**src/rtl/sram_rw_arbiter.sv**
```systemverilog
// sram_rw_arbiter: sequences one single-port masked RW SRAM macro (RW0_* interface) and
// shares it between two requesters.
//   - After reset, sweeps every entry to zero (one write per cycle, DEPTH cycles).
//   - Then grants at most one access per cycle, round-robin when both requesters are valid.
//   - Read data returns one cycle after acceptance on the shared resp_rdata bus, qualified
//     by the per-requester resp_valid strobe.
// Ports:
//   clock, reset               clock and asynchronous active-high reset
//   req_valid/ready/write      per-requester handshake and direction (bit i = requester i)
//   req_addr/wdata/wmask       packed per-requester address, write data and lane mask
//   resp_valid, resp_rdata     read response strobe per requester, shared data
//   init_done                  high once the zero sweep has completed
//   RW0_*                      SRAM macro interface
module sram_rw_arbiter #(
  parameter int unsigned ADDR_W = 9,
  parameter int unsigned DEPTH  = 512,
  parameter int unsigned DATA_W = 128,
  parameter int unsigned MASK_W = 4
) (
  input  logic                  clock,
  input  logic                  reset,
  input  logic [1:0]            req_valid,
  output logic [1:0]            req_ready,
  input  logic [1:0]            req_write,
  input  logic [2*ADDR_W-1:0]   req_addr,
  input  logic [2*DATA_W-1:0]   req_wdata,
  input  logic [2*MASK_W-1:0]   req_wmask,
  output logic [1:0]            resp_valid,
  output logic [DATA_W-1:0]     resp_rdata,
  output logic                  init_done,
  output logic [ADDR_W-1:0]     RW0_addr,
  output logic                  RW0_en,
  output logic                  RW0_wmode,
  output logic [MASK_W-1:0]     RW0_wmask,
  output logic [DATA_W-1:0]     RW0_wdata,
  input  logic [DATA_W-1:0]     RW0_rdata
);

  typedef enum logic {StInit, StRun} state_e;

  state_e            state_q, state_d;
  // One extra bit so the terminal compare cannot wrap.
  logic [ADDR_W:0]   init_cnt_q, init_cnt_d;
  logic              rr_ptr_q, rr_ptr_d;
  logic              rd_pend_q, rd_pend_d;
  logic              rd_owner_q, rd_owner_d;
  logic              gnt_idx;

  always_ff @(posedge clock or posedge reset) begin
    if (reset) begin
      state_q    <= StInit;
      init_cnt_q <= '0;
      rr_ptr_q   <= 1'b0;
      rd_pend_q  <= 1'b0;
      rd_owner_q <= 1'b0;
    end else begin
      state_q    <= state_d;
      init_cnt_q <= init_cnt_d;
      rr_ptr_q   <= rr_ptr_d;
      rd_pend_q  <= rd_pend_d;
      rd_owner_q <= rd_owner_d;
    end
  end

  always_comb begin
    state_d    = state_q;
    init_cnt_d = init_cnt_q;
    rr_ptr_d   = rr_ptr_q;
    rd_pend_d  = 1'b0;
    rd_owner_d = rd_owner_q;
    gnt_idx    = 1'b0;
    req_ready  = 2'b00;
    init_done  = 1'b0;
    RW0_en     = 1'b0;
    RW0_wmode  = 1'b0;
    RW0_wmask  = '0;
    RW0_wdata  = '0;
    RW0_addr   = '0;

    unique case (state_q)
      StInit: begin
        RW0_en     = 1'b1;
        RW0_wmode  = 1'b1;
        RW0_wmask  = '1;
        RW0_addr   = init_cnt_q[ADDR_W-1:0];
        init_cnt_d = init_cnt_q + 1'b1;
        if (init_cnt_q == (ADDR_W+1)'(DEPTH - 1)) begin
          state_d = StRun;
        end
      end
      StRun: begin
        init_done = 1'b1;
        // A lone valid requester wins outright; rr_ptr only breaks ties.
        gnt_idx   = (req_valid == 2'b11) ? rr_ptr_q : req_valid[1];
        if (|req_valid) begin
          req_ready[gnt_idx] = 1'b1;
          RW0_en     = 1'b1;
          RW0_wmode  = req_write[gnt_idx];
          RW0_addr   = gnt_idx ? req_addr[2*ADDR_W-1:ADDR_W] : req_addr[ADDR_W-1:0];
          RW0_wdata  = gnt_idx ? req_wdata[2*DATA_W-1:DATA_W] : req_wdata[DATA_W-1:0];
          RW0_wmask  = gnt_idx ? req_wmask[2*MASK_W-1:MASK_W] : req_wmask[MASK_W-1:0];
          rd_pend_d  = ~req_write[gnt_idx];
          rd_owner_d = gnt_idx;
          rr_ptr_d   = ~gnt_idx;
        end
      end
      default: state_d = StInit;
    endcase

    // Keep the macro idle while reset is held, even though state already reads as INIT.
    if (reset) begin
      req_ready = 2'b00;
      init_done = 1'b0;
      RW0_en    = 1'b0;
      RW0_wmode = 1'b0;
      RW0_wmask = '0;
      RW0_wdata = '0;
      RW0_addr  = '0;
    end
  end

  assign resp_valid = {rd_pend_q & rd_owner_q, rd_pend_q & ~rd_owner_q};
  assign resp_rdata = RW0_rdata;

endmodule

```
**config.mk**
```make
export PLATFORM = sky130hd
export DESIGN_NAME = sram_rw_arbiter
export DESIGN_NICKNAME = d
export VERILOG_FILES = /design/src/rtl/sram_rw_arbiter.sv
export SDC_FILE = /design/constraint.sdc
export NUM_CORES = 1
export LEC_CHECK = 0
export ABC_AREA = 1
export CAP_MARGIN = 20
export CORE_AREA = 2 2 270 272
export CTS_CLUSTER_SIZE = 14
export DETAILED_ROUTE_END_ITERATION = 7
export DIE_AREA = 0 0 272 274
export MAX_ROUTING_LAYER = met4
export PLACE_DENSITY_LB_ADDON = 0.12
export SLEW_MARGIN = 30
export SYNTH_ARGS = -nofsm -noshare
export SYNTH_HDL_FRONTEND = slang
export SYNTH_SLANG_ARGS = --single-unit
```
**constraint.sdc**
```tcl
create_clock -name clock -period 1.6 [get_ports clock]
set_input_delay 0.32 -clock clock [delete_from_list [all_inputs] [get_ports clock]]
set_output_delay 0.32 -clock clock [all_outputs]
set_load 0.05 [all_outputs]
```
* Yosys cells after proc, flatten, opt, wreduce, memory -nomap -nowiden
Cells that the tools add are included.
** Cells by class
- Divide/modulo/power cells :: 0
- Mux-type cells :: 32
- $lt $le $gt $ge :: 2
- Bitwise operators :: 6
- Add/sub/neg operators :: 1
- Equality and inequality tests :: 2
- Reductions and logical operators :: 3
- Multiply operators :: 0
- Shift-type cells :: 0
** Operator list (count)
- $mux W128 :: 4
- $mux W9 :: 3
- $pmux W9 S2 :: 1
- $mux W1 :: 14
- $mux W4 :: 3
- $add A10 B1 Y10 const B :: 1
- $eq A10 B9 Y1 const B :: 1
- $pmux W4 S2 :: 1
- $mux W2 :: 3
- $not A1 Y1 :: 4
- $pmux W1 S2 :: 2
- $and A1 B1 Y1 :: 2
- $eq A2 B2 Y1 const B :: 1
- $lt A1 B2 Y1 const B :: 1
- $reduce_and A2 Y1 :: 1
- $reduce_or A2 Y1 :: 1
- $demux W1 S1 :: 1
- $ge A1 B1 Y1 const B :: 1
- $logic_and A1 B1 Y1 :: 1
** Storage, ports and cells
- ROM bits :: 0
- Memory bits (writable) :: 0
- Output and inout port bits :: 276
- Latch bits :: 0
- Memories :: 0
- Input bits :: 416
- Bits in registers :: 14
- Word-level logic and storage cells :: 51

* Depth between registers and ports, before layout
Gate-level depths: netlist (run 1).
- Word-level depth :: 9
- Depth in mapped cells :: 8
- Depth with buffers taken out :: 7

* Worst setup path after synthesis (run 1)
Ideal clock, no wire load.
- Path type :: register to output
- Start point :: register state_q
- End point :: output port RW0_addr[7]
- Arrival :: 2.264 ns
- Buffers on the path :: 1
- Slack :: -0.984 ns
- Cell stages (with the launch flop) :: 8
- Required time :: 1.280 ns
- Path through :: dfrtp_1 -> inv_2 -> nor2_4 -> nand2_1 -> inv_2 -> buf_6 -> nand2_1 -> o21ai_0
** Between the ends
- Longest elaborated chain between the ends :: 3
** Ends and longest elaborated chain
- start: declaration :: RTL line 41 : state_e state_q, state_d;
- start signal: assignment :: RTL line 51 : state_q <= StInit;
- start signal: assignment :: RTL line 57 : state_q <= state_d;
- $not A1 Y1
- $pmux W9 S2 * :: RTL line 80 : unique case (state_q)
- $mux W9 * :: RTL line 111 : if (reset) begin
- end: declaration :: RTL line 31 : output logic [ADDR_W-1:0] RW0_addr,
Every way passes the cells marked *; elsewhere a longest branch is shown, timed or not.

* Worst setup path in the final report (run 1)
- Start point :: register state_q
- End point :: output port RW0_wdata[101]
** Between the ends
- Longest elaborated chain between the ends :: 2
** Ends and longest elaborated chain
- $mux W128 :: RTL line 80
- $mux W128 :: RTL line 111
- end: declaration :: RTL line 35 : output logic [DATA_W-1:0] RW0_wdata,
No other way between the ends.

==> run summary, run 1 <==
Synth Area in Adders -> 0.326%
Post-Place Cells -> 2,012
# setup viols final -> 145
total number of vias -> 6,200
largest net degree at the start of global routing -> 38
global route overflow -> 0
GR Util met2 -> 15.1%
met3 GRT Util -> 3.34%
Post-Synth XOR/XNOR Area -> 0.913%
most frequent CP cell -> buf_12
GP Congestion -> 0.756
Die H -> 274 µm
status -> finished with violations
Total GRT Usage -> 9.35%
Port Buf Inserts -> 435
Largest stage delay, worst path -> 0.38 ns
number of antenna violations at the first check in global routing -> 2
simple-gate share of the synthesized area -> 36.3%
First DRT Iteration DRCs -> 97
register area share after synthesis -> 9.13%
RR Endpoint -> rd_pend_q
Levels on crit path -> 10
Leak -> 4.70 nW
R2R setup slack -> 0.10 ns
Synth Area in Compound Gates -> 19.0%
wire length per cell -> 18.0 µm
dominant cell type by area after synthesis -> nor2_1
total CTS buffers -> 3
Die ar. -> 74,500 µm²
count leader, synth -> nor2_1
Synth top cells by count -> nor2_1, buf_4, o21ai_0
Synth Net Count -> 1,144
CTS clk-pin slew, worst paths -> 0.05 ns
Clock Root Buffer -> clkbuf_16
critical path class -> reg2out
Post-synth top flop -> dfrtp_1
Tcrit/Tclk final -> 133%
Synth top area share -> 27.9%
layout cell share with drive strength beyond 1 -> 58.9%
Starting Density -> 5.33%
CP endpoint -> RW0_wdata[101]
Synth Register Bits -> 14
via density per instance -> 2.99
Die Width -> 272 µm
CTS tree -> yes
Synth-to-Final Area Change -> 269%
post-synthesis mux area share -> 0%
RSZ-0062 raised after global routing -> yes
worst slew pin tran -> 0.318 ns
CP Capture Type -> primary output
post-synthesis cell count -> 727
Pre-Repair DR Iteration Count -> 4
failing checks -> negative setup slack
max-slew violation count -> 0
CP arrival -> 1.81 ns
Final Hold Slack -> 0.458 ns
gr busiest metal -> met2
vias in the first global route -> 6,655
Final Hold Fails -> 0
routed wire length -> 37.3 mm
largest family of logic cells by synthesized area -> simple AND/OR/NAND/NOR gates
synth top area cells -> nor2_1, buf_4, o21ai_0, dfrtp_1, nand2_1
dpl ws -> -0.801 ns
IR drop worst, VDD -> 0.263 mV
slew margin rel. -> 78.8%
placement row count -> 99
skew final -> 0.00162 ns
delay-heaviest family, CP -> buffers and inverters
r2r worst-path depth -> 11
CP Max Fanout -> 6
first-pass GRT wire length -> 48.8 mm
Detail Route Antenna Nets -> 0
Final min period -> 2.13 ns
Cell variety after synth -> 27
non-filler instance count after layout -> 2,071
CP Launch Point -> state_q
HPWL Detailed -> 26.8 mm
worst skew pair latency -> 0.24 ns
Nets -> 1,529
max-cap violations -> 0
Ys Warns -> 0
CP max stage cell -> dfrtp_1
Max Clock Freq -> 470 MHz
startpoint types -> register
Syn Area/Cell -> 5.28 µm²
reg2reg start -> rr_ptr_q
fin worst setup slack -> -0.526 ns
core area -> 72,000 µm²
CTS Hold Bufs -> 0
CTS Buffer Depth -> 2
crit-path cells -> inv_2, nor2_4, nand2_4, clkinv_8, buf_12, buf_12, buf_16, o21ai_2, nor2_4, buf_12
synthesized cell area -> 3840 µm²
H-tree levels -> 1
DRC violations left -> 0
crit path buf inv count -> 6
Ports -> 692
CP required -> 1.28 ns
setup TNS -> -65.37 ns
met1 GRT Util -> 10.8%
EDFF count, synth -> 0
P per Cell Area -> 220 nW/µm²
clock sink total -> 14
Worst Hold Class -> in2async
asr flop ratio synth -> 100%
worst min-delay path: stages:
cell	delay, ns
dlygate4sd2_1	0.27
buf_4	0.20
clkinv_1	0.10
buf_4	0.13
placed cells by master, fill, tap and decap left out, types with 3 or more instances in the layout:
| cell | synthesis | routed |
|---|---|---|
| dfrtp_1 | 14 | 14 |
| o21ai_2 | 0 | 60 |
| nor2_2 | 0 | 61 |
| buf_12 | 0 | 177 |
| buf_4 | 128 | 26 |
| xnor2_1 | 3 | 3 |
| clkdlybuf4s50_1 | 0 | 284 |
| inv_2 | 2 | 3 |
| nand2_1 | 52 | 29 |
| clkbuf_16 | 0 | 11 |
| o21ai_1 | 20 | 40 |
| inv_1 | 27 | 25 |
| nor2_4 | 1 | 185 |
| nand3_1 | 13 | 9 |
| nand2_4 | 0 | 13 |
| buf_6 | 5 | 21 |
| buf_16 | 0 | 21 |
| nand2_2 | 1 | 10 |
| buf_8 | 0 | 13 |
| o21ai_0 | 119 | 3 |
| nor2_1 | 285 | 40 |
| o21ai_4 | 0 | 36 |
layer usage:
metal / wire [µm] / share of wire (%) / vias up
met1: 15000 / 40 / 2823
met3: 3530 / 9.5 / 74
met2: 17500 / 47 / 360
li1: - / - / 2943
met4: 1220 / 3.3 / 0
met5: 0 / 0 / -
timing repair:
action | CTS | global route
resized for setup | 240 | 216
buffers inserted | 32 | 5
pin swaps | 46 | 71
endpoints found under the setup margin | 146 | 149
gates cloned | 22 | 9
cells by family (layout without fill, tap and decap cells):
logic type / after synthesis / count (layout)
and+or+nand+nor: 360 / 361
buffers and inverters: 204 / 586
AOI/OAI and AO/OA: 144 / 144
DFF: 14 / 14
xor gates and xnor gates: 4 / 4
adders and majority gates: 1 / 1
other: 0 / 2
state kept, by name, summed over array words and instances, names as in the netlist:
signal / count
state_q: 1
rr_ptr_q: 1
init_cnt_q: 10
rd_owner_q: 1
rd_pend_q: 1
report_power, final:
part	switching, W	total, W	internal [W]
sequential	0.00000302	0.000362	0.000359
clock	0.000144	0.000471	0.000327
combinational	0.00102	0.00228	0.00125
worst min path at each step:
stage | depth (start not counted) | start | slack [ns] | endpoint
2_1_floorplan | 1 | reset | 0.19 | init_cnt_q[0]
3_3_place_gp | 2 | init_cnt_q[9] | 0.45 | init_cnt_q[9]
3_5_place_dp | 2 | init_cnt_q[9] | 0.46 | init_cnt_q[9]
4_1_cts | 4 | reset | 0.47 | rd_pend_q
5_1_grt | 2 | init_cnt_q[9] | 0.48 | init_cnt_q[9]
6_report | 4 | reset | 0.46 | rd_pend_q
cell type report:
| cell class | count | area, µm² |
|---|---|---|
| timing repair buffer | 553 | 7820 |
| fill | 7932 | 57800 |
| multi-input combinational | 510 | 4570 |
| inverter | 30 | 125 |
| clock buffer | 3 | 75.1 |
| sequential | 14 | 350 |
| antenna | 2 | 5.00 |
| tap | 959 | 1200 |
stage by stage:
step                utilization [%]  total power [W]  area [µm²]
floorplan                         -          0.00169        4940
global placement               15.9          0.00191       11500
detailed placement             15.9          0.00190       11500
CTS                            18.5          0.00301       13300
global route                   19.7          0.00329       14100
finish                         19.7          0.00311       14100
Power figures use the tool's default switching activity.
==> run 2: changes to the inputs <==
Settings changed: CTS_CLUSTER_DIAMETER from default to 80.
==> results of run 2 <==
Final layout, timing and power as in run 1 (identical DEF).
